### src/rtl/nn_host_sequencer.sv
// Host-side sequencer for the fixed-point network core: loads input samples,
// runs the fill/req four-phase handshakes, then streams out thresholded results.
module nn_host_sequencer #(
   parameter int N_IN    = 2,
   parameter int N_OUT   = 1,
   parameter int DW      = 8,
   parameter int AW_IN   = 1,
   parameter int AW_OUT  = 1,
   parameter int THRESH  = 8,
   parameter int TIMEOUT = 1023
) (
   input  logic              clk,
   input  logic              rst,
   input  logic              in_valid,
   output logic              in_ready,
   input  logic [DW-1:0]     in_data,
   output logic              in_trig_w,
   output logic [AW_IN-1:0]  in_abus_w,
   output logic [DW-1:0]     in_dbus_w,
   output logic              fill,
   input  logic              ack_fill,
   output logic              req,
   input  logic              ack_network,
   output logic              out_trig_r,
   output logic [AW_OUT-1:0] out_abus_r,
   input  logic [DW-1:0]     out_dbus_r,
   output logic              out_valid,
   input  logic              out_ready,
   output logic [DW-1:0]     out_data,
   output logic              out_class,
   output logic              out_last,
   output logic              busy,
   output logic              err
);

   localparam int ICW = $clog2(N_IN) + 1;
   localparam int OCW = $clog2(N_OUT) + 1;
   localparam int WDW = $clog2(TIMEOUT + 1);
   localparam logic [ICW-1:0]        ILAST    = ICW'(N_IN - 1);
   localparam logic [OCW-1:0]        OLAST    = OCW'(N_OUT - 1);
   localparam logic [WDW-1:0]        WD_MAX   = WDW'(TIMEOUT);
   localparam logic signed [DW-1:0]  THRESH_S = DW'(THRESH);

   typedef enum logic [2:0] {
      S_LOAD, S_FILL, S_FILL_REL, S_RUN, S_RUN_REL, S_READ, S_RWAIT, S_EMIT
   } state_t;

   state_t         state;
   logic [ICW-1:0] icnt;
   logic [OCW-1:0] ocnt;
   logic [OCW-1:0] ocnt_nxt;
   logic [WDW-1:0] wdog;
   logic           accept;
   logic           in_hs;
   logic           wd_hit;

   // Input side is combinational from the stream so a sample lands in memory
   // on the same cycle it is accepted.
   assign in_ready  = (state == S_LOAD);
   assign busy      = (state != S_LOAD);
   assign accept    = in_valid & in_ready;
   assign in_trig_w = accept;
   assign in_abus_w = AW_IN'(icnt);
   assign in_dbus_w = accept ? in_data : '0;

   assign ocnt_nxt = ocnt + 1'b1;
   assign in_hs    = (state == S_FILL) || (state == S_FILL_REL) ||
                     (state == S_RUN)  || (state == S_RUN_REL);
   assign wd_hit   = (wdog == WD_MAX);

   always_ff @(posedge clk) begin
      if (rst) begin
         state      <= S_LOAD;
         icnt       <= '0;
         ocnt       <= '0;
         wdog       <= '0;
         fill       <= 1'b0;
         req        <= 1'b0;
         out_trig_r <= 1'b0;
         out_abus_r <= '0;
         out_valid  <= 1'b0;
         out_data   <= '0;
         out_class  <= 1'b0;
         out_last   <= 1'b0;
         err        <= 1'b0;
      end else if (in_hs && wd_hit) begin
         // A core that stops acknowledging abandons the inference, not the host.
         err   <= 1'b1;
         fill  <= 1'b0;
         req   <= 1'b0;
         state <= S_LOAD;
         icnt  <= '0;
         ocnt  <= '0;
         wdog  <= '0;
      end else begin
         case (state)
            S_LOAD: begin
               if (accept) begin
                  if (icnt == ILAST) begin
                     icnt  <= '0;
                     fill  <= 1'b1;
                     state <= S_FILL;
                  end else begin
                     icnt <= icnt + 1'b1;
                  end
               end
            end
            S_FILL: begin
               if (ack_fill) begin
                  fill  <= 1'b0;
                  wdog  <= '0;
                  state <= S_FILL_REL;
               end else begin
                  wdog <= wdog + 1'b1;
               end
            end
            S_FILL_REL: begin
               if (!ack_fill) begin
                  req   <= 1'b1;
                  wdog  <= '0;
                  state <= S_RUN;
               end else begin
                  wdog <= wdog + 1'b1;
               end
            end
            S_RUN: begin
               if (ack_network) begin
                  req   <= 1'b0;
                  wdog  <= '0;
                  state <= S_RUN_REL;
               end else begin
                  wdog <= wdog + 1'b1;
               end
            end
            S_RUN_REL: begin
               if (!ack_network) begin
                  ocnt       <= '0;
                  out_abus_r <= '0;
                  out_trig_r <= 1'b1;
                  wdog       <= '0;
                  state      <= S_READ;
               end else begin
                  wdog <= wdog + 1'b1;
               end
            end
            S_READ: begin
               out_trig_r <= 1'b0;
               state      <= S_RWAIT;
            end
            S_RWAIT: begin
               // Memory drives read data on the negedge inside READ, so it is settled here.
               out_data  <= out_dbus_r;
               out_class <= ($signed(out_dbus_r) >= THRESH_S);
               out_last  <= (ocnt == OLAST);
               out_valid <= 1'b1;
               state     <= S_EMIT;
            end
            S_EMIT: begin
               if (out_ready) begin
                  out_valid <= 1'b0;
                  if (ocnt == OLAST) begin
                     ocnt  <= '0;
                     state <= S_LOAD;
                  end else begin
                     ocnt       <= ocnt_nxt;
                     out_abus_r <= AW_OUT'(ocnt_nxt);
                     out_trig_r <= 1'b1;
                     state      <= S_READ;
                  end
               end
            end
            default: state <= S_LOAD;
         endcase
      end
   end

endmodule
### config.mk
export PLATFORM = sky130hd
export DESIGN_NAME = nn_host_sequencer
export DESIGN_NICKNAME = d
export VERILOG_FILES = /design/src/rtl/nn_host_sequencer.sv
export SDC_FILE = /design/constraint.sdc
export NUM_CORES = 1
export LEC_CHECK = 0
export ABC_AREA = 1
export BUFFER_PORTS_ARGS = -buffer_cell sky130_fd_sc_hd__buf_2
export CAP_MARGIN = 20
export CORE_MARGIN = 2
export CORE_UTILIZATION = 45
export DETAILED_ROUTE_END_ITERATION = 10
export HOLD_SLACK_MARGIN = 0.1
export PLACE_DENSITY_LB_ADDON = 0.12
export SYNTH_ARGS = -nofsm -noshare
export SYNTH_HDL_FRONTEND = slang
export SYNTH_SLANG_ARGS = --single-unit
### constraint.sdc
create_clock -name clk -period 1.5 [get_ports clk]
set_input_delay 0.3 -clock clk [delete_from_list [all_inputs] [get_ports clk]]
set_output_delay 0.3 -clock clk [all_outputs]
set_load 0.1 [all_outputs]
# == After elaboration in Yosys (flattened, before gate mapping) ==
# Cells that the tools add are included.
# totals
n_memories,0
reg_bits,32
romBits,0
mem_bits_rw,0
latch_bits,0
# op_classes
div_mod_pow,0
reduce_logical,22
muxes,36
n_addsub,3
magnitude_cmp,1
bitwise,3
n_mul,0
eq_ne,17
shift,0
# op_table
op,count
$mux W10,4
$pmux W10 S4,1
$mux W3,8
$pmux W3 S8,1
$mux W1,14
$eq A3 B3 Y1 const B,4
$ne A2 B2 Y1 const B,6
$add A10 B1 Y10 const B,1
$eq A10 B10 Y1 const B,1
$pmux W1 S2,5
$reduce_and A5 Y1,2
$reduce_and A3 Y1,3
$ge A8 B5 Y1 const B,1
$mux W8,1
$reduce_bool A2 Y1,4
$reduce_and A7 Y1,1
$eq A3 B2 Y1 const B,2
$reduce_bool A3 Y1,2
$ne A2 B1 Y1 const B,2
$reduce_and A2 Y1,2
$reduce_and A4 Y1,1
$reduce_bool A4 Y1,1
$eq A3 B1 Y1 const B,1
$logic_not A3 Y1,1
10 further kinds,13

# == Longest topological paths before layout ==
# Gate-level depths: netlist (run 1).
# depth
depth_word,7
depth_mapped,12

# == Least setup slack after synthesis (run 1) ==
# Ideal clock, no wire load.
# synth_path
path_type,register to output
from,register state[1]
to,output in_dbus_w[0]
t_required_ns,1.200
slack_ns,-1.818
arrival_ns,3.018
n_path_buf,1
stages_incl_launch_ff,7
path_cell_list,dfxtp_1 -> buf_6 -> inv_2 -> nand2_2 -> nor2_2 -> nand2_2 -> nor2_1
# synth_via
elab_chain_len,3
# synth_rtl
element,line,text
start: declaration,48,state_t state;
start signal: assignment,73,state <= S_LOAD;
start signal: assignment,91,state <= S_LOAD;
start signal: assignment,102,state <= S_FILL;
$logic_not A3 Y1,59,assign in_ready = (state == S_LOAD);
net in_ready,15,"output logic in_ready,"
$and A1 B1 Y1,61,assign accept = in_valid & in_ready;
$mux W8,64,assign in_dbus_w = accept ? in_data : '0;
end: declaration,19,"output logic [DW-1:0] in_dbus_w,"
# The timed path passes the listed nets, and every way through them passes these cells.

# == Final worst setup path (run 1) ==
# layout_path
from,register state[1]
to,output in_dbus_w[4]
# layout_via
elab_chain_len,3
# layout_rtl
element,line
$logic_not A3 Y1,59
$and A1 B1 Y1,61
$mux W8,64
# No other way between the ends.

==> results of run 1 <==
-- power breakdown --
group / switching [mW] / leakage (nW) / internal [mW]
combinational: 1.68 / 0.865 / 0.963
sequential: 0.0614 / 0.255 / 0.910
clock: 0.289 / 0.0282 / 0.181
total: 2.03 / 1.15 / 2.05
-- critical path, delay by kind of cell (launching register included) --
| kind | cells | cell delay, ps |
|---|---|---|
| flops | 1 | 370 |
| simple gates | 4 | 520 |
| buf+inv | 2 | 240 |
-- metrics by stage --
stage / instances / cell area, um2
detailed placement: 326 / 2180
finish: 349 / 2430
floorplan: 220 / 1610
global route: 349 / 2430
global placement: 326 / 2180
CTS: 340 / 2300
-- area by class of cell --
class                           count  area, um2
Clock buffer                        6       41.3
Tap cell                           46       57.6
Inverter                           41        163
Clock inverter                      2       12.5
Fill cell                         263        851
Sequential cell                    31        637
Timing Repair Buffer               78        651
Multi-Input combinational cell    145        872
-- cell families after synthesis --
| group | share of synthesized area |
|---|---|
| simple gates | 0.305 |
| buf+inv | 0.124 |
| compound gates | 0.124 |
| flops | 0.408 |
| xor+xnor | 0.0230 |
| mux | 0.00658 |
| fa+ha+maj | 0.00823 |
-- layer usage --
metal / vias to the layer above / track usage
met5: - / 0
met4: 0 / 0.0500
met3: 4 / 0.0743
met2: 49 / 0.314
met1: 748 / 0.253
li1: 858 / -
-- flip-flops by register name, indices dropped and copies added (netlist names), 2 cells and up --
name / cells
state: 3
out_data: 8
wdog: 10
icnt: 2
-- placed cells by master, fill, tap and decap left out, drive strengths merged, types with 2 or more instances in the layout --
master / count
buf: 77
nand2: 43
inv: 40
nor2: 38
dfxtp: 31
nand3: 17
a21oi: 16
o21ai: 9
clkbuf: 7
nand4: 5
xor2: 4
o21bai: 3
clkinvlp: 2
a211oi: 2
nor3: 2
-- path summary, 6_finish.rpt --
path / to / slack (ps)
worst max-delay path: in_dbus_w[4] / -270
worst min-delay path: out_trig_r$_SDFFE_PP0P_ / 230
worst min register to register: out_abus_r$_SDFFE_PP0P_ / 440
worst max register to register: state[1]$_SDFFE_PP0P_ / 30
-- what timing repair did --
action,4_1_cts,5_1_grt
pin swaps,6,7
resized for setup,8,22
gates cloned,1,1
endpoints found under the setup margin,11,25
setup buffers,6,8
==> reports/qor.yml, run 1 <==
finish:
  antenna_cells: 0
  final_util: 0.741
  area_delta_synth_final_pct: 60.1
  drive_gt1_frac: 0.432
  nNetsFinal: 325
cts:
  clock_sinks: 31
  cts_tree: "yes"
  cts_hold_buf: 0
  root_buffer: "clkbuf_4"
  cts_buffers: 5
  ctsHtreeMaxLevel: 2
  clkLatencyLatePin_ps: 340
  clock_path_buffers: 2
  clkTransAtPathRegs_ps: 110
critical_path:
  rr_startpoint: "state[1]$_SDFFE_PP0P_"
  startpoint: "state[1]$_SDFFE_PP0P_"
  endpoint_kind: "output port"
  crit_arrival_ps: 1470
  crit_slowest_cell: "dfxtp_4"
  max_stage_delay_ps: 370
  r2r_cells: 10
  critPathKind: "flip-flop to output port"
  crit_fanout: 5
  start_kind: "flip-flop"
  cp_cell_sequence: "inv_4 > nand2_4 > nor2_4 > nand2_4 > nor2_4 > buf_12"
  cp.required_ps: 1200
synth:
  ys_top_cells_by_area: "dfxtp_1, inv_1, nor2_1"
  yosysSeqAreaShare: 0.408
  synth_edf_count: 0
  synth_cells: 220
  synth-async-reset-ratio: 0
  ys.warnings.count: 0
  syn-cell-area_um2: 1520
  yosysTopAreaCell: "dfxtp_1"
  yosys.cell_count.top_type: "inv_1"
  synth_top_area_frac: 0.408
  synthDistinctLibCells: 29
  ys_ff_latch: 31
  syn_area_per_cell_um2: 6.91
  synth-main-ff-cell: "dfxtp_1"
  synth_common_cells: "inv_1, nor2_1, nand2_1"
  syn_nets: 243
sta:
  slew_headroom: 0.676
  fmax_mhz: 563
  tns_ps: -2630
  period_share: 1.18
  rsz0062_at_grt: "true"
  finalClockSkew_ps: 21.6
  setup_slack_ps: -275
  fin_crit_ps: 1770
  hold_viol_final: 0
  tightest_slew_ps: 489
  timing.hold.ws_ps: 234
  slew_viol_final: 0
  setup_viol_count_final: 11
die:
  initial_utilization: 0.463
  coreArea_um2: 3280
  die_h_um: 62.1
  die_w_um: 62.1
  die_area_um2: 3860
  io_pins: 50
  std_cell_rows: 21
global_routing:
  grt_first_pass_wirelength_mm: 6.20
  antenna_found_initial: 0
  grt.total_usage: 0.197
  grt_overflow: 0
  grt_max_degree: 20
  grt_pass1_vias: 1422
detailed_routing:
  drt-met1-wl_mm: 1.80
  wl_per_cell_um: 11.2
  met3_length_um: 227
  dr_total_vias: 1659
  first_iter_violations: 69
  vias_per_cell: 4.75
  first_pass_iters: 5
  drc: 0
  ant_nets: 0
  maxUsedRoutingLayer: "met4"
  routed_wirelength_mm: 3.91
  wl_met2_mm: 1.86
min_path:
  hold_path_depth: 2
  min_path_type: "primary input to flip-flop"
  min-delay-start: "rst"
power:
  totalPowerFinal_mw: 4.09
  p_leak_nw: 1.15
  irDropWorstVdd_mv: 1.76
  power_density_nw_per_um2: 1680
placement:
  dp_hpwl_mm: 2.66
  gp_congestion: 0.902
  pre_cts_slack_ps: 40.8
  port-buffer-count: 49
job:
  maxCapViolCount: 0
status:
  status: "finished with violations"
  violations: "negative setup slack"
Power figures use the tool's default switching activity.
==> run 2, diff against run 1 <==
Settings changed: CTS_BUF_LIST from default to sky130_fd_sc_hd__clkbuf_16.
==> reports/qor.yml, run 2 (synthesized netlist as in run 1, its figures left out) <==
finish:
  mostFrequentLayoutCell: "buf_2"
  largest_registers: "wdog x10, out_data x8, state x3"
  final_util: 0.766  # +0.0248
  area_delta_synth_final_pct: 65.4
  regMostFlops: "wdog"
  layout.cells.most_common_list: "buf_2, inv_1, nand2_1"
  antenna_cells: 0  # unchanged
  nNetsFinal: 324  # -0.31%
  drive_gt1_frac: 0.440  # +0.00805
  largest_register_ffs: 10  # unchanged
detailed_routing:
  first_pass_iters: 5  # unchanged
  vias_per_cell: 4.69  # -1.3%
  routed_wirelength_mm: 3.92  # +0.13%
  drc: 0  # unchanged
  first_iter_violations: 64  # -7.2%
  wl_per_cell_um: 11.3  # +0.42%
  dr_total_vias: 1632  # -1.6%
  ant_nets: 0  # unchanged
critical_path:
  critical-path-top-delay-family: "simple AND/OR/NAND/NOR gates"
  cp.required_ps: 1200  # about the same
  crit_slowest_cell: "dfxtp_4"
  crit_fanout: 5  # unchanged
  cp_cell_sequence: "inv_4 > nand2_4 > nor2_4 > nand2_4 > nor2_4 > buf_12"
  endpoint_kind: "output port"
  path_buf_inv: 2  # unchanged
  crit_arrival_ps: 1380  # -90 ps
  start_kind: "flip-flop"
  max_stage_delay_ps: 350  # -20 ps
  critPathKind: "flip-flop to output port"
cts:
  clock_path_buffers: 2  # unchanged
  cts_hold_buf: 0  # unchanged
  ctsHtreeMaxLevel: 2  # unchanged
  clkTransAtPathRegs_ps: 50  # -60 ps
  root_buffer: "clkbuf_16"
  clkLatencyLatePin_ps: 280  # -60 ps
  clock_sinks: 31  # unchanged
  cts_tree: "yes"
  cts_buffers: 5  # unchanged
sta:
  tns_ps: -1620  # +1020 ps
  fmax_mhz: 595  # +5.6%
  period_share: 1.12  # -0.0625
  hold_viol_final: 0  # unchanged
  finalClockSkew_ps: 4.77  # -16.8 ps
  setup_slack_ps: -181  # +93.7 ps
  slew_viol_final: 0  # unchanged
  rsz0062_at_grt: "true"
  setup_viol_count_final: 11  # unchanged
  tightest_slew_ps: 489  # -0.0249 ps
  fin_crit_ps: 1680  # -93.7 ps
  slew_headroom: 0.676  # about the same
global_routing:
  grt_max_degree: 20  # unchanged
  grt.total_usage: 0.198  # +0.000921
  grt_first_pass_wirelength_mm: 6.20  # +0.11%
  grt_pass1_vias: 1463  # +2.9%
  antenna_found_initial: 0  # unchanged
  grt_overflow: 0  # unchanged
power:
  power_density_nw_per_um2: 1800  # +7.4%
  p_leak_nw: 1.18  # +2.5%
  irDropWorstVdd_mv: 1.85  # +5.2%
placement:
  dp_hpwl_mm: 2.66  # unchanged
  port-buffer-count: 49  # unchanged
  gp_congestion: 0.902  # unchanged
die:
  initial_utilization: 0.463  # unchanged
  die_w_um: 62.1  # unchanged
  coreArea_um2: 3280  # unchanged
  die_h_um: 62.1  # unchanged
  std_cell_rows: 21  # unchanged
  io_pins: 50  # unchanged
  die_area_um2: 3860  # unchanged
status:
  violations: "negative setup slack"
  status: "finished with violations"
min_path:
  min_path_type: "primary input to flip-flop"
job:
  maxCapViolCount: 0  # unchanged
## run 2: cell types whose count changed in the layout (fill, tap and decap cells not counted), moves of 2 or more
cell,before,now
clkbuf_4,6,0
clkbuf_16,0,5
nand2_2,3,5
nor2_1,25,23
## run 2: path summary, 6_finish.rpt
kind                                         startpoint                 endpoint  slack, ps  cells past startpoint
worst max-delay path              state[1]$_SDFFE_PP0P_             in_dbus_w[4]       -180                      6
worst min-delay path                                rst  out_trig_r$_SDFFE_PP0P_        290                      2
worst max register to register    state[2]$_SDFFE_PP0P_    state[1]$_SDFFE_PP0P_         10                      7
worst min register to register  out_abus_r$_SDFFE_PP0P_  out_abus_r$_SDFFE_PP0P_        430                      2
## run 2: report_power, final
group / switching (mW) / internal (mW) / leakage (nW) / total [mW]
Sequential: 0.0606 / 0.913 / 0.254 / 0.974
Combinational: 1.67 / 0.942 / 0.852 / 2.62
Clock: 0.342 / 0.603 / 0.0710 / 0.945
## run 2: repair_timing
item                       CTS  global route
gates resized for setup      9            22
setup endpoints to repair   11            24
buffers inserted             6             7
pin swaps                    6             7
gates cloned                 1             1
## run 2: final cells by class
class                      count  area, um2
multi-input combinational    145        878
fill                         239        769
timing repair buffer          77        641
sequential                    31        634
inverter                      41        163
clock buffer                   5        125
tap                           46       57.6
clock inverter                 3       16.3
## run 2: worst reg2reg max path, delay by kind of cell (launching register included)
kind,cells,cell delay (ps)
buffers and inverters,3,400
flip-flops,1,430
AO/OA/AOI/OAI,2,340
AND/OR/NAND/NOR,2,240
## run 2: per-stage QoR
stage	instances	cell area (um2)	setup slack (ps)	power, mW	hold slack [ps]
2_1_floorplan	220	1610	-679	2.55	423
3_3_place_gp	326	2180	54.8	3.19	422
3_5_place_dp	326	2180	40.8	3.20	428
4_1_cts	340	2390	-193	4.30	297
5_1_grt	348	2510	-221	4.74	307
6_report	348	2510	-181	4.53	292
## run 2: metal layers
| metal | GRT usage | vias up | routed length [um] |
|---|---|---|---|
| li1 | - | 857 | - |
| met1 | 0.253 | 727 | 1790 |
| met2 | 0.313 | 39 | 1890 |
| met3 | 0.0580 | 9 | 167 |
| met4 | 0.0861 | 0 | 69 |
| met5 | 0 | - | 0 |
